File: config.mk
export PLATFORM = sky130hd
export DESIGN_NAME = bus_fabric_flat
export DESIGN_NICKNAME = d
export VERILOG_FILES = /design/src/rtl/bus_fabric_if.sv /design/src/rtl/bus_fabric.sv /design/src/flat_wrapper.sv
export SDC_FILE = /design/constraint.sdc
export NUM_CORES = 1
export LEC_CHECK = 0
export CORE_MARGIN = 5
export CORE_UTILIZATION = 45
export DETAILED_ROUTE_END_ITERATION = 6
export GPL_ROUTABILITY_DRIVEN = 0
export MAX_ROUTING_LAYER = met4
export PLACE_DENSITY = 0.83
export SLEW_MARGIN = 10
export SYNTH_ARGS = -nofsm -noshare
export SYNTH_HDL_FRONTEND = slang
export SYNTH_SLANG_ARGS = --single-unit
export TNS_END_PERCENT = 1
File: constraint.sdc
create_clock -name clock -period 3.7 [get_ports clock]
set_input_delay 0.555 -clock clock [delete_from_list [all_inputs] [get_ports clock]]
set_output_delay 0.555 -clock clock [all_outputs]
set_load 0.005 [all_outputs]
File: src/rtl/bus_fabric_if.sv
// Bus bundle between the core, the fabric and the slave devices.
// Signals:
//   m_address, m_wdata, m_nread, m_nwrite : core request (nread/nwrite active-low)
//   m_rdata, m_ready                      : read data and one-cycle completion pulse to the core
//   s_address, s_wdata                    : latched address/data shared by all slaves
//   s_nread, s_nwrite                     : per-slave active-low strobes
//   s_rdata                               : slave read data, slave i at [i*DATA_W +: DATA_W]
// Modports:
//   master : the environment (core plus slave devices) driving the fabric
//   slave  : the fabric itself
interface bus_fabric_if #(
    parameter int unsigned ADDR_W     = 16,
    parameter int unsigned DATA_W     = 8,
    parameter int unsigned NUM_SLAVES = 3
);
    logic [ADDR_W-1:0]            m_address;
    logic [DATA_W-1:0]            m_wdata;
    logic                         m_nread;
    logic                         m_nwrite;
    logic [DATA_W-1:0]            m_rdata;
    logic                         m_ready;
    logic [ADDR_W-1:0]            s_address;
    logic [DATA_W-1:0]            s_wdata;
    logic [NUM_SLAVES-1:0]        s_nread;
    logic [NUM_SLAVES-1:0]        s_nwrite;
    logic [NUM_SLAVES*DATA_W-1:0] s_rdata;

    modport master (
        output m_address, m_wdata, m_nread, m_nwrite, s_rdata,
        input  m_rdata, m_ready, s_address, s_wdata, s_nread, s_nwrite
    );

    modport slave (
        input  m_address, m_wdata, m_nread, m_nwrite, s_rdata,
        output m_rdata, m_ready, s_address, s_wdata, s_nread, s_nwrite
    );
endinterface

File: src/rtl/bus_fabric.sv
// Single-clock interconnect from one core bus to NUM_SLAVES slave devices.
// The top SEL_W address bits pick the slave; WAIT_CYCLES wait states precede a
// one-cycle slave strobe, and the core sees a one-cycle m_ready pulse on completion.
// Ports:
//   clock : system clock, rising edge
//   reset : asynchronous active-low reset
//   bus   : bus_fabric_if.slave (core request/response and slave strobes/data)
// Optional (macro BUS_FABRIC_ERRLOG_EN):
//   err_count   : saturating count of unmapped accesses and both-low request episodes
//   err_address : address of the most recent such error
module bus_fabric #(
    parameter int unsigned ADDR_W      = 16,
    parameter int unsigned DATA_W      = 8,
    parameter int unsigned NUM_SLAVES  = 3,
    parameter int unsigned WAIT_CYCLES = 1
) (
    input logic          clock,
    input logic          reset,
    bus_fabric_if.slave  bus
`ifdef BUS_FABRIC_ERRLOG_EN
    ,
    output logic [7:0]        err_count,
    output logic [ADDR_W-1:0] err_address
`endif
);

    localparam int unsigned SEL_W   = $clog2(NUM_SLAVES);
    localparam logic [3:0]  CntLoad = (WAIT_CYCLES > 0) ? 4'(WAIT_CYCLES - 1) : 4'd0;

    typedef enum logic [2:0] {StIdle, StWait, StAccess, StDone, StRelease} state_e;

    state_e                state_q, state_d;
    logic [3:0]            cnt_q, cnt_d;
    logic [ADDR_W-1:0]     addr_q, addr_d;
    logic [DATA_W-1:0]     wdata_q, wdata_d;
    logic                  is_read_q, is_read_d;
    logic [SEL_W-1:0]      idx_q, idx_d;
    logic [NUM_SLAVES-1:0] nread_q, nread_d;
    logic [NUM_SLAVES-1:0] nwrite_q, nwrite_d;
    logic [DATA_W-1:0]     rdata_q, rdata_d;
    logic                  ready_q, ready_d;

`ifdef BUS_FABRIC_ERRLOG_EN
    logic [7:0]        err_count_q, err_count_d;
    logic [ADDR_W-1:0] err_addr_q, err_addr_d;
    logic              err_armed_q, err_armed_d;  // set while a both-low episode is logged
    logic              mapped;
`endif

    logic                  req_rd, req_wr, req_both;
    logic [SEL_W-1:0]      idx_in;
    logic [SEL_W-1:0]      launch_idx;
    logic                  launch_rd;
    logic [NUM_SLAVES-1:0] launch_onehot;
    logic [DATA_W-1:0]     sel_rdata;

    always_comb begin
        req_rd   = !bus.m_nread && bus.m_nwrite;
        req_wr   = bus.m_nread && !bus.m_nwrite;
        req_both = !bus.m_nread && !bus.m_nwrite;
        idx_in   = bus.m_address[ADDR_W-1 -: SEL_W];

        // Strobes launch from the capture cycle when there are no wait states,
        // otherwise from the latched request at the end of WAIT.
        launch_idx = (state_q == StIdle) ? idx_in : idx_q;
        launch_rd  = (state_q == StIdle) ? req_rd : is_read_q;

        // An unmapped index matches no slave, leaving all strobes high.
        launch_onehot = '0;
        for (int unsigned i = 0; i < NUM_SLAVES; i++) begin
            if (launch_idx == SEL_W'(i)) begin
                launch_onehot[i] = 1'b1;
            end
        end

        // Unmapped reads return all ones.
        sel_rdata = '1;
        for (int unsigned i = 0; i < NUM_SLAVES; i++) begin
            if (idx_q == SEL_W'(i)) begin
                sel_rdata = bus.s_rdata[i*DATA_W +: DATA_W];
            end
        end
    end

    always_comb begin
        state_d   = state_q;
        cnt_d     = cnt_q;
        addr_d    = addr_q;
        wdata_d   = wdata_q;
        is_read_d = is_read_q;
        idx_d     = idx_q;
        nread_d   = nread_q;
        nwrite_d  = nwrite_q;
        rdata_d   = rdata_q;
        ready_d   = ready_q;
`ifdef BUS_FABRIC_ERRLOG_EN
        err_count_d = err_count_q;
        err_addr_d  = err_addr_q;
        err_armed_d = err_armed_q;
        mapped      = {1'b0, idx_q} < (SEL_W + 1)'(NUM_SLAVES);
`endif

        unique case (state_q)
            StIdle: begin
                if (req_rd || req_wr) begin
                    addr_d    = bus.m_address;
                    wdata_d   = bus.m_wdata;
                    is_read_d = req_rd;
                    idx_d     = idx_in;
                    if (WAIT_CYCLES > 0) begin
                        state_d = StWait;
                        cnt_d   = CntLoad;
                    end else begin
                        state_d  = StAccess;
                        nread_d  = launch_rd ? ~launch_onehot : '1;
                        nwrite_d = launch_rd ? '1 : ~launch_onehot;
                    end
                end
`ifdef BUS_FABRIC_ERRLOG_EN
                if (req_both && !err_armed_q) begin
                    if (err_count_q != 8'hFF) begin
                        err_count_d = err_count_q + 8'd1;
                    end
                    err_addr_d  = bus.m_address;
                    err_armed_d = 1'b1;
                end
`endif
            end
            StWait: begin
                if (cnt_q == 4'd0) begin
                    state_d  = StAccess;
                    nread_d  = launch_rd ? ~launch_onehot : '1;
                    nwrite_d = launch_rd ? '1 : ~launch_onehot;
                end else begin
                    cnt_d = cnt_q - 4'd1;
                end
            end
            StAccess: begin
                nread_d  = '1;
                nwrite_d = '1;
                ready_d  = 1'b1;
                state_d  = StDone;
                if (is_read_q) begin
                    rdata_d = sel_rdata;
                end
`ifdef BUS_FABRIC_ERRLOG_EN
                if (!mapped) begin
                    if (err_count_q != 8'hFF) begin
                        err_count_d = err_count_q + 8'd1;
                    end
                    err_addr_d = addr_q;
                end
`endif
            end
            StDone: begin
                ready_d = 1'b0;
                state_d = StRelease;
            end
            StRelease: begin
                // A request still held low here has already been served.
                if (bus.m_nread && bus.m_nwrite) begin
                    state_d = StIdle;
                end
            end
            default: begin
                state_d = StIdle;
            end
        endcase

`ifdef BUS_FABRIC_ERRLOG_EN
        if (!req_both) begin
            err_armed_d = 1'b0;
        end
`endif
    end

    always_ff @(posedge clock or negedge reset) begin
        if (!reset) begin
            state_q   <= StIdle;
            cnt_q     <= 4'd0;
            addr_q    <= '0;
            wdata_q   <= '0;
            is_read_q <= 1'b0;
            idx_q     <= '0;
            nread_q   <= '1;
            nwrite_q  <= '1;
            rdata_q   <= '1;
            ready_q   <= 1'b0;
`ifdef BUS_FABRIC_ERRLOG_EN
            err_count_q <= 8'd0;
            err_addr_q  <= '0;
            err_armed_q <= 1'b0;
`endif
        end else begin
            state_q   <= state_d;
            cnt_q     <= cnt_d;
            addr_q    <= addr_d;
            wdata_q   <= wdata_d;
            is_read_q <= is_read_d;
            idx_q     <= idx_d;
            nread_q   <= nread_d;
            nwrite_q  <= nwrite_d;
            rdata_q   <= rdata_d;
            ready_q   <= ready_d;
`ifdef BUS_FABRIC_ERRLOG_EN
            err_count_q <= err_count_d;
            err_addr_q  <= err_addr_d;
            err_armed_q <= err_armed_d;
`endif
        end
    end

    assign bus.m_rdata   = rdata_q;
    assign bus.m_ready   = ready_q;
    assign bus.s_address = addr_q;
    assign bus.s_wdata   = wdata_q;
    assign bus.s_nread   = nread_q;
    assign bus.s_nwrite  = nwrite_q;

`ifdef BUS_FABRIC_ERRLOG_EN
    assign err_count   = err_count_q;
    assign err_address = err_addr_q;
`endif

endmodule

File: src/flat_wrapper.sv
// flat-port wrapper written by rule: the top's interface ports become plain ports
module bus_fabric_flat 
#(
    parameter int unsigned ADDR_W      = 16,
    parameter int unsigned DATA_W      = 8,
    parameter int unsigned NUM_SLAVES  = 3,
    parameter int unsigned WAIT_CYCLES = 1
)
  (clock, reset, bus_m_address, bus_m_wdata, bus_m_nread, bus_m_nwrite, bus_s_rdata, bus_m_rdata, bus_m_ready, bus_s_address, bus_s_wdata, bus_s_nread, bus_s_nwrite);
  bus_fabric_if #(.ADDR_W(ADDR_W), .DATA_W(DATA_W), .NUM_SLAVES(NUM_SLAVES)) bus_i ();
  input logic clock;
  input logic reset;
  input wire logic [$bits(bus_i.m_address)-1:0] bus_m_address;
  input wire logic [$bits(bus_i.m_wdata)-1:0] bus_m_wdata;
  input wire logic [$bits(bus_i.m_nread)-1:0] bus_m_nread;
  input wire logic [$bits(bus_i.m_nwrite)-1:0] bus_m_nwrite;
  input wire logic [$bits(bus_i.s_rdata)-1:0] bus_s_rdata;
  output wire logic [$bits(bus_i.m_rdata)-1:0] bus_m_rdata;
  output wire logic [$bits(bus_i.m_ready)-1:0] bus_m_ready;
  output wire logic [$bits(bus_i.s_address)-1:0] bus_s_address;
  output wire logic [$bits(bus_i.s_wdata)-1:0] bus_s_wdata;
  output wire logic [$bits(bus_i.s_nread)-1:0] bus_s_nread;
  output wire logic [$bits(bus_i.s_nwrite)-1:0] bus_s_nwrite;
  assign bus_i.m_address = bus_m_address;
  assign bus_i.m_wdata = bus_m_wdata;
  assign bus_i.m_nread = bus_m_nread;
  assign bus_i.m_nwrite = bus_m_nwrite;
  assign bus_i.s_rdata = bus_s_rdata;
  assign bus_m_rdata = bus_i.m_rdata;
  assign bus_m_ready = bus_i.m_ready;
  assign bus_s_address = bus_i.s_address;
  assign bus_s_wdata = bus_i.s_wdata;
  assign bus_s_nread = bus_i.s_nread;
  assign bus_s_nwrite = bus_i.s_nwrite;
  bus_fabric #(.ADDR_W(ADDR_W), .DATA_W(DATA_W), .NUM_SLAVES(NUM_SLAVES), .WAIT_CYCLES(WAIT_CYCLES)) u_core (.clock(clock), .reset(reset), .bus(bus_i));
endmodule
### Word level (Yosys, flattened, before mapping)

Index checks and enable logic that the tools add are counted.

| cells by class | value |
|---|---|
| multiplexer cells | 22 |
| equal/unequal tests | 12 |
| bitwise logic cells | 1 |
| reduce and logical (&&, ||, !) cells | 18 |
| add/subtract/negate cells | 1 |

Operator list:

| operator | number |
|---|---|
| 2-to-1 mux 8 bit | 3 |
| 2-to-1 mux 3 bit | 7 |
| case mux 3 bit (5 select lines) | 1 |
| case mux 3 bit (2 select lines) | 2 |
| 2-to-1 mux 4 bit | 2 |
| case mux 4 bit (2 select lines) | 1 |
| equality test 3 x 2 -> 1 bit, second input constant | 2 |
| AND reduction 2 bit | 3 |
| AND reduction 3 bit | 2 |
| nonzero test 2 bit | 3 |
| equality test 2 x 1 -> 1 bit, second input constant | 2 |
| equality test 2 bit, second input constant | 2 |
| logical NOT 2 bit | 2 |
| logical NOT 4 bit | 1 |
| 2-to-1 mux 1 bit | 4 |
| != test 2 x 1 -> 1 bit, second input constant | 2 |
| != test 2 bit, second input constant | 2 |
| subtractor 4 x 1 -> 4 bit, second input constant | 1 |
| equality test 3 x 1 -> 1 bit, second input constant | 1 |
| equality test 3 bit, second input constant | 1 |
| logical AND 1 bit | 3 |
| logical NOT 3 bit | 1 |
| NOT 3 bit | 1 |
| logical NOT 1 bit | 2 |
| other kinds (3) | 3 |

| storage, ports and cells | value |
|---|---|
| output and inout bits | 39 |
| flip-flop bits (word level) | 49 |
| bits of input ports | 52 |
| word-level logic and storage cells | 64 |

### Longest topological paths before layout

Gate-level depths: netlist of the first run.

| logic depth | value |
|---|---|
| depth in word-level cells | 8 |
| depth in mapped cells | 7 |
| depth with buffers taken out | 5 |

### Least setup slack after synthesis of the first run

Ideal clock, no wire load.

| timing path | value |
|---|---|
| path kind | input to register |
| from | input port bus_m_nread |
| to | register u_core.addr_q[10] (netlist: u_core.bus.s_address[10]) |
| library setup time | 0.117 ns |
| path buffers | 2 |
| data required time | 3.583 ns |
| cell stages on the path | 7 |
| arrival time | 1.786 ns |
| setup slack | 1.797 ns |
| cell sequence | inv_1 ha_1 or4_1 clkbuf_1 clkbuf_1 nand2_1 nand2_1 |

| between the ends | value |
|---|---|
| cells in the longest elaborated chain, start to end | 4 |
| elaborated cells on any way between the ends | 5 |
| classes of those cells | reduce/logical (5) |

Ends and longest elaborated chain:

| what | RTL line | source |
|---|---|---|
| from (decl) | flat_wrapper.sv:15 | `input wire logic [$bits(bus_i.m_nread)-1:0] bus_m_nread;` |
| logical NOT 1 bit | n/a |  |
| logical AND 1 bit | bus_fabric.sv:58 | `req_rd = !bus.m_nread && bus.m_nwrite;` |
| logical OR 1 bit * | bus_fabric.sv:105 | `if (req_rd \|\| req_wr) begin` |
| AND reduction 2 bit (no line) * | n/a |  |
| to (signal assigned) | bus_fabric.sv:197 | `addr_q <= addr_d;` |
| to (decl) | bus_fabric.sv:34 | `logic [ADDR_W-1:0] addr_q, addr_d;` |

Every way passes the cells marked *; elsewhere a longest branch is shown, timed or not.
A chain may end at the register's enable or synchronous reset.

### Worst setup path after layout of the first run

| timing path | value |
|---|---|
| from | input port bus_m_nread |
| to | register u_core.cnt_q[3] |

| between the ends | value |
|---|---|
| cells in the longest elaborated chain, start to end | 5 |
| elaborated cells on any way between the ends | 6 |
| classes of those cells | eq/ne (1); reduce/logical (5) |

Ends and longest elaborated chain:

| what | RTL line | source |
|---|---|---|
| logical NOT 1 bit | n/a |  |
| logical AND 1 bit | bus_fabric.sv:58 |  |
| logical OR 1 bit * | bus_fabric.sv:105 |  |
| != test 2 bit (no line) * | n/a |  |
| AND reduction 3 bit (no line) * | n/a |  |
| to (signal assigned) | bus_fabric.sv:196 | `cnt_q <= cnt_d;` |
| to (decl) | bus_fabric.sv:33 | `logic [3:0] cnt_q, cnt_d;` |

Marks and branches as above.

==> metrics.sh, run 1 <==
GRT_SETUP_UNREPAIRED='false'
ROUTE.VIAS.TOTAL=1803
CLKPWRFRAC_PCT=12.8
DRC=0
WORST_R2R_ENDPOINT='u_core.bus.s_nread[0]'
NETLIST-CELL-TYPE-COUNT=32
SYNTH_TOP_AREA_SHARE_PCT=39.2
DIE_W_UM=78.4
P_SW_SHARE_PCT=35.2
SUMMED_INSTANCE_AREA_OF_THE_SYNTHESIZED_NETLIST_UM2=2110
TRITONCTS.NUM_BUFFERS=5
SLEW_VIOLATIONS=0
POST_SYNTH_MUX_AREA_SHARE_PCT=5.70
DR_WL_MET2_MM=2.53
FINAL_HOLD_VIOL_COUNT=0
CORE_AREA_UM2=4440
SYNTH_TOP_FAMILY_BY_AREA='simple AND/OR/NAND/NOR gates'
FIRST_GLOBAL_VIAS=1897
POST_SYNTH_FA_HA_MAJ_AREA_FRACTION_PCT=1.78
CTS.REPAIR.RESIZED=0
PATH_MAX_FANOUT=28
SYNTH_SIMPLE_GATE_AREA_SHARE_PCT=21.0
MET3ROUTEDLENGTH_UM=411
SYNTH_AREA_LEADERS='sky130_fd_sc_hd__dfrtp_1 (39%), sky130_fd_sc_hd__dfstp_2 (17%), sky130_fd_sc_hd__nand2_1 (15%)'
LEAKAGE_nW=1.40
WORST-ENDPOINT-ARRIVAL_NS=2.61
DRT.ANTENNA.VIOLATING_NETS=0
FLOORPLAN.INITIALDENSITY_PCT=47.4
WIRE_PER_INST_UM=14.7
TIMING.FINAL.SETUP_VIOLATIONS=0
PLACE.DETAILED.HPWL_MM=3.79
DETAILED_ROUTING_ITERATIONS_PASS_1=5
GR-TOTAL-OVERFLOW=0
R2R-START='u_core.cnt_q[0]'
CLK_TRANSITION_REPORTED_PATHS_NS=0.09
SYN_AREA_PER_CELL_UM2=9.70
PIN_COUNT=91
FF2FF_SETUP_SLACK_NS=1.73
CRITPATHCAPTURETYPE='flip-flop'
NUMBER_OF_STORAGE_ELEMENTS_IN_THE_SYNTHESIS_NETLIST=47
SYNTH_SEQUENTIAL_AREA_RATIO_PCT=56.7
TIMING.HOLD.WORST.CLASS='in -> async'
INITIALDRTVIOLATIONCOUNT=93
POWER.SHARE.COMBINATIONAL_PCT=45.9
FINALSETUPTNS_NS=0
XOR_XNOR_SHARE_OF_THE_SYNTHESIZED_AREA_PCT=0
GR-USAGE-ALL-LAYERS_PCT=18.4
POWER.DENSITY_nW_PER_UM2=770
NUM-NETS-FINAL=356
TIMING.FMAX_MHz=411
POSTSYNTHNETCOUNT=272
SYNTH_COMPOUND_AREA_SHARE_PCT=10.7
STARTPOINT_TYPE='primary input'
HTREEDEPTH=2
SLEW_HEADROOM_PCT=33.2
MAX_CAP_VIOL_COUNT=0
POST-SYNTH-TOP-AREA-CELL='sky130_fd_sc_hd__dfrtp_1'
P_SW_mW=0.840
CRIT_REQUIRED_NS=3.88
FINAL.PERIOD_UTILIZATION_PCT=65.8
GRT_MAX_DEGREE=48
CTSLONGESTPATHBUFFERS=2
CTS.ROOT.BUFFER_CELL='sky130_fd_sc_hd__clkbuf_8'
AREAGROWTHSYNTHTOFINISH_PCT=47.4
FP-ROW-COUNT=24
CRIT_START='bus_m_nread'
RUN_STATUS='finished clean'
PLACE_AREA_UM2=3020
CTS_SETUP_BUFFERS=0
CLOCK_INSERTION_DELAY_WORST_SKEW_NS=0.30
MET1WIRELENGTH_MM=2.18
FINAL_LAYOUT_SIZE_SUFFIX_GT1_SHARE_PCT=10.9
CRIT_TYPE='in -> reg'
HOLD_BUFS_AT_CTS=0
P_INT_mW=1.55
NETLIST_INSTANCES=217
Y_DIMENSION_OF_THE_DIE_UM=78.4
LAYOUT.CELLS.MOST_COMMON='sky130_fd_sc_hd__clkdlybuf4s50_1'
VDD_DROP_MAX_mV=0.485
YS_WARN_COUNT=0
FP.DIEAREA_UM2=6150
SEQUENTIALPOWERSHARE_PCT=41.3
TIMING_WORST_SLEW_PIN_VALUE_NS=1.00
IO_BUFFERS=90
NUM_ANTENNA_CELLS=0
HIGHEST-SIGNAL-LAYER='met4'
LAYOUT_COMMON_CELLS='sky130_fd_sc_hd__clkdlybuf4s50_1 (89), sky130_fd_sc_hd__nand2_1 (84), sky130_fd_sc_hd__dfrtp_1 (33), sky130_fd_sc_hd__dfstp_2 (14), sky130_fd_sc_hd__o21ai_0 (11)'
GRT_FIRST_PASS_WIRELENGTH_MM=8.74
FIN_AREA_UM2=3100
ANTENNA_VIOLATIONS_BEFORE_REPAIR=0
DRT-VIAS-PER-INSTANCE=5.09
PERIOD_NEEDED_NS=2.43
R2R.WORST_PATH.CELLS=5
CTS_TREE='yes'
FINALCLOCKSKEW_NS=0.00759
CRITPATHCAPTURE='u_core.cnt_q[3]'
DETAILED_ROUTE_WIRE_LENGTH_MM=5.20
CTS.SINKS=47
## power by group through the flow
stage | combinational [mW] | sequential [mW] | clock, mW
6_report | 1.10 | 0.988 | 0.305
3_3_place_gp | 1.08 | 0.986 | 0
3_5_place_dp | 1.11 | 0.995 | 0
5_1_grt | 1.22 | 1.03 | 0.333
4_1_cts | 1.12 | 0.989 | 0.311
2_1_floorplan | 0.580 | 0.938 | 0
## worst min path at each step
stage,cells after the start,to,from,slack (ns)
floorplan,0,u_core.bus.m_ready,reset,0.26
global placement,2,u_core.bus.s_address[8],u_core.bus.s_address[8],0.46
detailed placement,2,u_core.bus.s_wdata[3],u_core.bus.s_wdata[3],0.46
CTS,1,u_core.cnt_q[0],reset,0.45
global route,2,u_core.bus.s_wdata[3],u_core.bus.s_wdata[3],0.49
finish,1,u_core.idx_q[1],reset,0.42
## sequential cells by signal, indices dropped and copies added (netlist names), 3 cells and up
register	count
u_core.bus.s_address	15
u_core.bus.m_rdata	8
u_core.bus.s_wdata	8
u_core.cnt_q	4
u_core.bus.s_nread	3
u_core.bus.s_nwrite	3
u_core.state_q	3
## through the flow
step	power [mW]	hold slack [ns]	utilization [%]	instances	setup slack, ns
4_1_cts	2.42	0.454	69.8	354	1.25
6_report	2.39	0.420	69.8	354	1.27
3_5_place_dp	2.11	0.461	67.9	346	0.927
5_1_grt	2.58	0.495	69.8	354	1.09
3_3_place_gp	2.07	0.457	67.9	346	0.952
2_1_floorplan	1.52	0.259	-	217	1.80
## final cells by class
class,instances,area [um^2]
Clock buffer,6,72.6
Clock inverter,2,12.5
Fill cell,376,1340
Inverter,6,22.5
Multi-Input combinational cell,150,833
Sequential cell,47,1190
Tap cell,52,65.1
Timing Repair Buffer,91,903
## Yosys cell counts
cell type	n
sky130_fd_sc_hd__nand4bb_1	1
sky130_fd_sc_hd__o32a_1	2
sky130_fd_sc_hd__or3b_1	2
sky130_fd_sc_hd__a21oi_1	1
sky130_fd_sc_hd__o31ai_1	2
sky130_fd_sc_hd__inv_1	6
sky130_fd_sc_hd__ha_1	3
sky130_fd_sc_hd__o22a_1	1
sky130_fd_sc_hd__buf_1	1
sky130_fd_sc_hd__dfstp_2	14
sky130_fd_sc_hd__clkbuf_1	8
sky130_fd_sc_hd__nor4_1	2
sky130_fd_sc_hd__a2bb2oi_1	3
sky130_fd_sc_hd__nand2_1	84
sky130_fd_sc_hd__o21ai_0	11
sky130_fd_sc_hd__nand3_1	2
sky130_fd_sc_hd__nand2b_1	3
sky130_fd_sc_hd__nor3_1	2
sky130_fd_sc_hd__o22ai_1	8
sky130_fd_sc_hd__nor4_2	1
sky130_fd_sc_hd__mux2i_1	3
sky130_fd_sc_hd__mux2_2	8
sky130_fd_sc_hd__a21o_1	1
sky130_fd_sc_hd__buf_6	1
sky130_fd_sc_hd__buf_2	4
sky130_fd_sc_hd__o22ai_2	1
sky130_fd_sc_hd__o211ai_1	2
sky130_fd_sc_hd__dfrtp_1	33
sky130_fd_sc_hd__or4_1	1
sky130_fd_sc_hd__a311o_1	1
sky130_fd_sc_hd__nor2_1	2
sky130_fd_sc_hd__or3_1	3
## logic make-up (layout without fill, tap and decap cells)
family / count (synthesis) / in the layout
adder cells (fa/ha/maj): 3 / 3
flip-flops: 47 / 47
buffers and inverters: 20 / 105
AO/OA/AOI/OAI: 33 / 33
AND/OR/NAND/NOR: 103 / 103
multiplexers: 11 / 11
## critical path, cell delays in order
cell                              delay (ns)
sky130_fd_sc_hd__clkdlybuf4s50_1        0.48
sky130_fd_sc_hd__inv_1                  0.05
sky130_fd_sc_hd__ha_1                   0.32
sky130_fd_sc_hd__or4_1                  0.85
sky130_fd_sc_hd__o211ai_1               0.26
sky130_fd_sc_hd__o31ai_1                0.10
## metal layers
layer  global-route usage, %  up-vias
li1                        -      892
met1                    21.8      829
met2                    30.1       73
met3                    5.49        9
met4                    6.12        0
met5                       -        -
(Power assumes the default switching activity.)
==> run 2: changes to the inputs <==
--- a/config.mk
+++ b/config.mk
@@ -6,11 +6,11 @@
 export NUM_CORES = 1
 export LEC_CHECK = 0
 export CORE_MARGIN = 5
-export CORE_UTILIZATION = 45
+export CORE_UTILIZATION = 38
 export DETAILED_ROUTE_END_ITERATION = 6
 export GPL_ROUTABILITY_DRIVEN = 0
 export MAX_ROUTING_LAYER = met4
-export PLACE_DENSITY = 0.83
+export PLACE_DENSITY = 0.74
 export SLEW_MARGIN = 10
 export SYNTH_ARGS = -nofsm -noshare
 export SYNTH_HDL_FRONTEND = slang
==> constraint.sdc (replaced) <==
create_clock -name clock -period 2.1 [get_ports clock]
set_input_delay 0.315 -clock clock [delete_from_list [all_inputs] [get_ports clock]]
set_output_delay 0.315 -clock clock [all_outputs]
set_load 0.005 [all_outputs]
==> run 2 against run 1 <==
Final cell count up 9.3%. Critical path depth down 1. Flip-flop and latch count unchanged. Hold slack better by 0.028 ns. Clock power up 70%. Die area up 16%. Total power up 81%. Count of clock-buffer cells in the layout up 1. Largest cell class unchanged. Highest routed layer unchanged.
==> metrics.sh, run 2 (same netlist as run 1, synthesis figures left out) <==
MAX_CAP_VIOL_COUNT=0
FIRST_GLOBAL_VIAS=1854
PIN_COUNT=91
KIND_OF_CELL_ADDING_THE_MOST_DELAY_TO_THE_CRITICAL_PATH='simple AND/OR/NAND/NOR gates'
SLEW_HEADROOM_PCT=65.9
GR-TOTAL-OVERFLOW=0
NUM_ANTENNA_CELLS=0
PATH_BUF_INV=1
FLOORPLAN.INITIALDENSITY_PCT=38.7
GR-USAGE-ALL-LAYERS_PCT=16.1
CRIT_REQUIRED_NS=2.33
AREAGROWTHSYNTHTOFINISH_PCT=53.7
DRT-VIAS-PER-INSTANCE=4.81
PATH_MAX_FANOUT=7
FINAL.PERIOD_UTILIZATION_PCT=90.4
ANTENNA_VIOLATIONS_BEFORE_REPAIR=0
POWER.DENSITY_nW_PER_UM2=1330
FINALSETUPTNS_NS=0
INITIALDRTVIOLATIONCOUNT=93
TIMING.HOLD.WORST.CLASS='in -> async'
HOLD_SLACK_NS=0.448
CRIT_TYPE='reg -> reg'
FINAL_NON_FILLER_CELLS=387
CRIT_SLOWEST_CELL='sky130_fd_sc_hd__or3b_1'
LAYOUT_COMMON_CELLS='sky130_fd_sc_hd__clkdlybuf4s50_1 (89), sky130_fd_sc_hd__nand2_1 (84), sky130_fd_sc_hd__dfrtp_1 (33), sky130_fd_sc_hd__dfstp_2 (14), sky130_fd_sc_hd__buf_4 (12)'
PLACE.DETAILED.HPWL_MM=4.04
GRT_FIRST_PASS_WIRELENGTH_MM=9.02
GRT_SETUP_UNREPAIRED='false'
CTS.ROOT.BUFFER_CELL='sky130_fd_sc_hd__clkbuf_8'
DETAILED_ROUTING_ITERATIONS_PASS_1=4
NUM-NETS-FINAL=369
DRT.ANTENNA.VIOLATING_NETS=0
SLEW_VIOLATIONS=0
CTS_SETUP_BUFFERS=0
GRT_MAX_DEGREE=19
FINAL_LAYOUT_SIZE_SUFFIX_GT1_SHARE_PCT=14.0
PATH_CELLS='inv_1, ha_1, or3b_1, or3_1, o32a_1'
LEAKAGE_nW=1.47
ROUTE.VIAS.TOTAL=1863
CLK_TRANSITION_REPORTED_PATHS_NS=0.08
FP.DIEAREA_UM2=7130
VDD_DROP_MAX_mV=0.615
CTS_TREE='yes'
CRITPATHCAPTURETYPE='flip-flop'
CTS.SINKS=47
CORE_AREA_UM2=5440
R2R.WORST_PATH.CELLS=5
HTREEDEPTH=2
WORST-ENDPOINT-ARRIVAL_NS=2.13
DRC=0
Y_DIMENSION_OF_THE_DIE_UM=84.4
PLACEDCELLCOUNT=378
CP_NUM_CELLS=5
TIMING_WORST_SLEW_PIN_VALUE_NS=0.497
PERIOD_NEEDED_NS=1.90
TRITONCTS.NUM_BUFFERS=5
CTSLONGESTPATHBUFFERS=2
TIMING.FMAX_MHz=527
STARTPOINT_TYPE='flip-flop'
FINAL_HOLD_VIOL_COUNT=0
DETAILED_ROUTE_WIRE_LENGTH_MM=5.28
IO_BUFFERS=90
CTS.REPAIR.RESIZED=0
FINALCLOCKSKEW_NS=0.00456
LARGEST_REGISTER_FFS=15
RUN_STATUS='finished clean'
LAYOUT.CELLS.MOST_COMMON='sky130_fd_sc_hd__clkdlybuf4s50_1'
FP-ROW-COUNT=27
CRIT_START='u_core.cnt_q[0]'
CRIT_PATH_MAX_INCR_DELAY_NS=0.48
WIRE_PER_INST_UM=13.6
R2R-START='u_core.cnt_q[0]'
DIE_W_UM=84.4
TIMING.FINAL.SETUP_VIOLATIONS=0
CLOCK_INSERTION_DELAY_WORST_SKEW_NS=0.29
run 2: changes by cell type in the layout (fill, tap and decap cells not counted):
| cell | change |
|---|---|
| sky130_fd_sc_hd__clkbuf_1 | +1 |
| sky130_fd_sc_hd__buf_12 | +1 |
| sky130_fd_sc_hd__clkinvlp_4 | -1 |
| sky130_fd_sc_hd__buf_4 | +11 |
| sky130_fd_sc_hd__dlygate4sd3_1 | +1 |
run 2: routing by layer:
metal | up-vias | GRT usage [%] | wire [um]
met5 | - | - | 0
met4 | 0 | 3.88 | 48
met3 | 4 | 5.89 | 469
met2 | 75 | 24.4 | 2400
met1 | 860 | 20.6 | 2360
li1 | 924 | - | -
run 2: final cells by class:
type                            count  area (um^2)
Clock buffer                        7         76.3
Inverter                            6         22.5
Sequential cell                    47         1190
Multi-Input combinational cell    150          833
Fill cell                         467         2200
Timing Repair Buffer              104         1020
Tap cell                           72         90.1
Clock inverter                      1         5.00
run 2: repair_timing:
action	CTS	global route
setup endpoints to repair	0	0
hold buffers	1	0
endpoints found under the hold margin	4	0
run 2: worst paths after layout:
path	to	slack (ns)
max in group asynchronous	u_core.bus.m_rdata[2]	1.05
min in group clock	u_core.bus.m_rdata[0]	0.48
setup reg to reg	u_core.bus.s_nread[2]	0.20
hold reg to reg	u_core.bus.m_rdata[0]	0.48
hold / removal	u_core.bus.m_ready	0.45
setup / recovery	u_core.bus.s_nread[2]	0.20
run 2: stage by stage:
step / instance area, um^2 / power (mW) / utilization [%] / setup WS, ns
CTS: 3240 / 4.38 / 59.5 / 0.180
global route: 3240 / 4.67 / 59.5 / 0.0767
floorplan: 2110 / 2.67 / - / 0.288
global placement: 3150 / 3.79 / 57.8 / -0.0887
finish: 3240 / 4.32 / 59.5 / 0.202
detailed placement: 3150 / 3.84 / 57.8 / -0.0923
run 2: report_power, final:
part           internal, mW  switching [mW]  leakage, nW
Combinational          1.21           0.903        0.862
Sequential             1.40           0.285        0.561
Clock                 0.234           0.284       0.0422
==> variant, RTL diff (config.mk and constraints of run 1) <==
Reset style: synchronous (`reset`), changed in one clocked block. Comments in the files are not updated.
--- a/src/rtl/bus_fabric.sv
+++ b/src/rtl/bus_fabric.sv
@@ -174,7 +174,7 @@
 `endif
     end
 
-    always_ff @(posedge clock or negedge reset) begin
+    always_ff @(posedge clock) begin
         if (!reset) begin
             state_q   <= StIdle;
             cnt_q     <= 4'd0;
Formal check against the unedited RTL: differs if reset is asserted again (counterexample within 4 cycles, from zero or initial values and one cycle with reset low); with reset held inactive, the same outputs for 10 cycles.
==> variant against run 1 <==
- sequential cell count stayed put
- final cell count up 3.4%
- routed wire length grew 6.3%
- sequential share of layout area decreased by 8.1 points
- critical path depth unchanged
- final area is essentially flat
- global-route usage rose by 0.86 points
- non-clock buffer count is 1 higher
- setup slack worse by 69 ps
- area after synthesis fell by 2.5%
- fmax decreased by 2.8%
Power is not compared: it rests on default switching activity, and its combinational part moved more than twofold at a synthesized area within 25%.
==> variant: results (changes against run 1) <==
* Status: complete, no violations
* Final clock-cell share at 0.0428 (+0.0153)
* Initial DRC Count at 161 (+73%)
* Placed cells at 358 (+3.5%)
* Ys flop type: dfxtp_1
* GRT Resource Usage Total at 0.193 (+0.00857)
* Layout cells sized above 1 at 0.0637 (-0.0456)
* First-pass GRT wire length at 9.14 mm (+4.7%)
* Cell Count, Final, Fillers Out at 366 (+3.4%)
* Clock Skew at 6.08 ps (-1.51 ps)
* GRT met1 Usage at 0.232 (+0.0142)
* Vias at 1958 (+8.6%)
* Mux cell area share after synthesis at 0.0591 (+0.00207)
* Max FO, Critical Path at 29 (+3.6%)
* Worst path max stage delay at 870 ps (+20 ps)
* Synth Net Count at 286 (+5.1%)
* Post-Route WL at 5.53 mm (+6.3%)
* Synth unique cells at 35 (+9.4%)
* Bufs w/o clock at 92 (+1.1%)
* Top cells by area, synth: dfxtp_1 46%, nand2_1 11%, a21boi_0 8.0%, mux2_2 4.9%, o211ai_1 4.0%
* Worst Hold Class: register to register
* Placed inst area at 2970 µm² (-1.6%)
* Sequential area share after synthesis at 0.458 (-0.109)
* Top cell category: multi-input combinational cells
* Worst slew pin tran at 973 ps (-28.9 ps)
* Post-detail-place hpwl at 4.00 mm (+5.6%)
* Syn Inst Count at 231 (+6.5%)
* Adder-cell share of the synthesized area at 0.0183 (+0.000456)
* Largest net degree at the start of global routing at 30 (-38%)
-- variant: cell count changes in the layout (fill, tap and decap cells not counted), sizes merged, moves of 3 or more --
| cell | change |
|---|---|
| dfrtp | -33 |
| o211ai | +9 |
| nand2 | -22 |
| dfstp | -14 |
| o22a | +5 |
| a2bb2oi | -3 |
| a21boi | +30 |
| nor2b | +5 |
| dfxtp | +47 |
| o21ai | -9 |
-- variant: path summary, 6_finish.rpt --
| path | start | end | slack (ps) |
|---|---|---|---|
| worst max-delay path | bus_m_nread | u_core.cnt_q[1] | 1200 |
| worst min-delay path | u_core.bus.s_address[13] | u_core.bus.s_address[13] | 460 |
| worst max register to register | u_core.cnt_q[0] | u_core.bus.s_nread[1] | 1680 |
| worst min register to register | u_core.bus.s_address[13] | u_core.bus.s_address[13] | 460 |
-- variant: worst min-delay path: stages, from the launching register on --
cell	delay, ps
dfxtp_1	310
nand2_1	50
a21boi_1	50
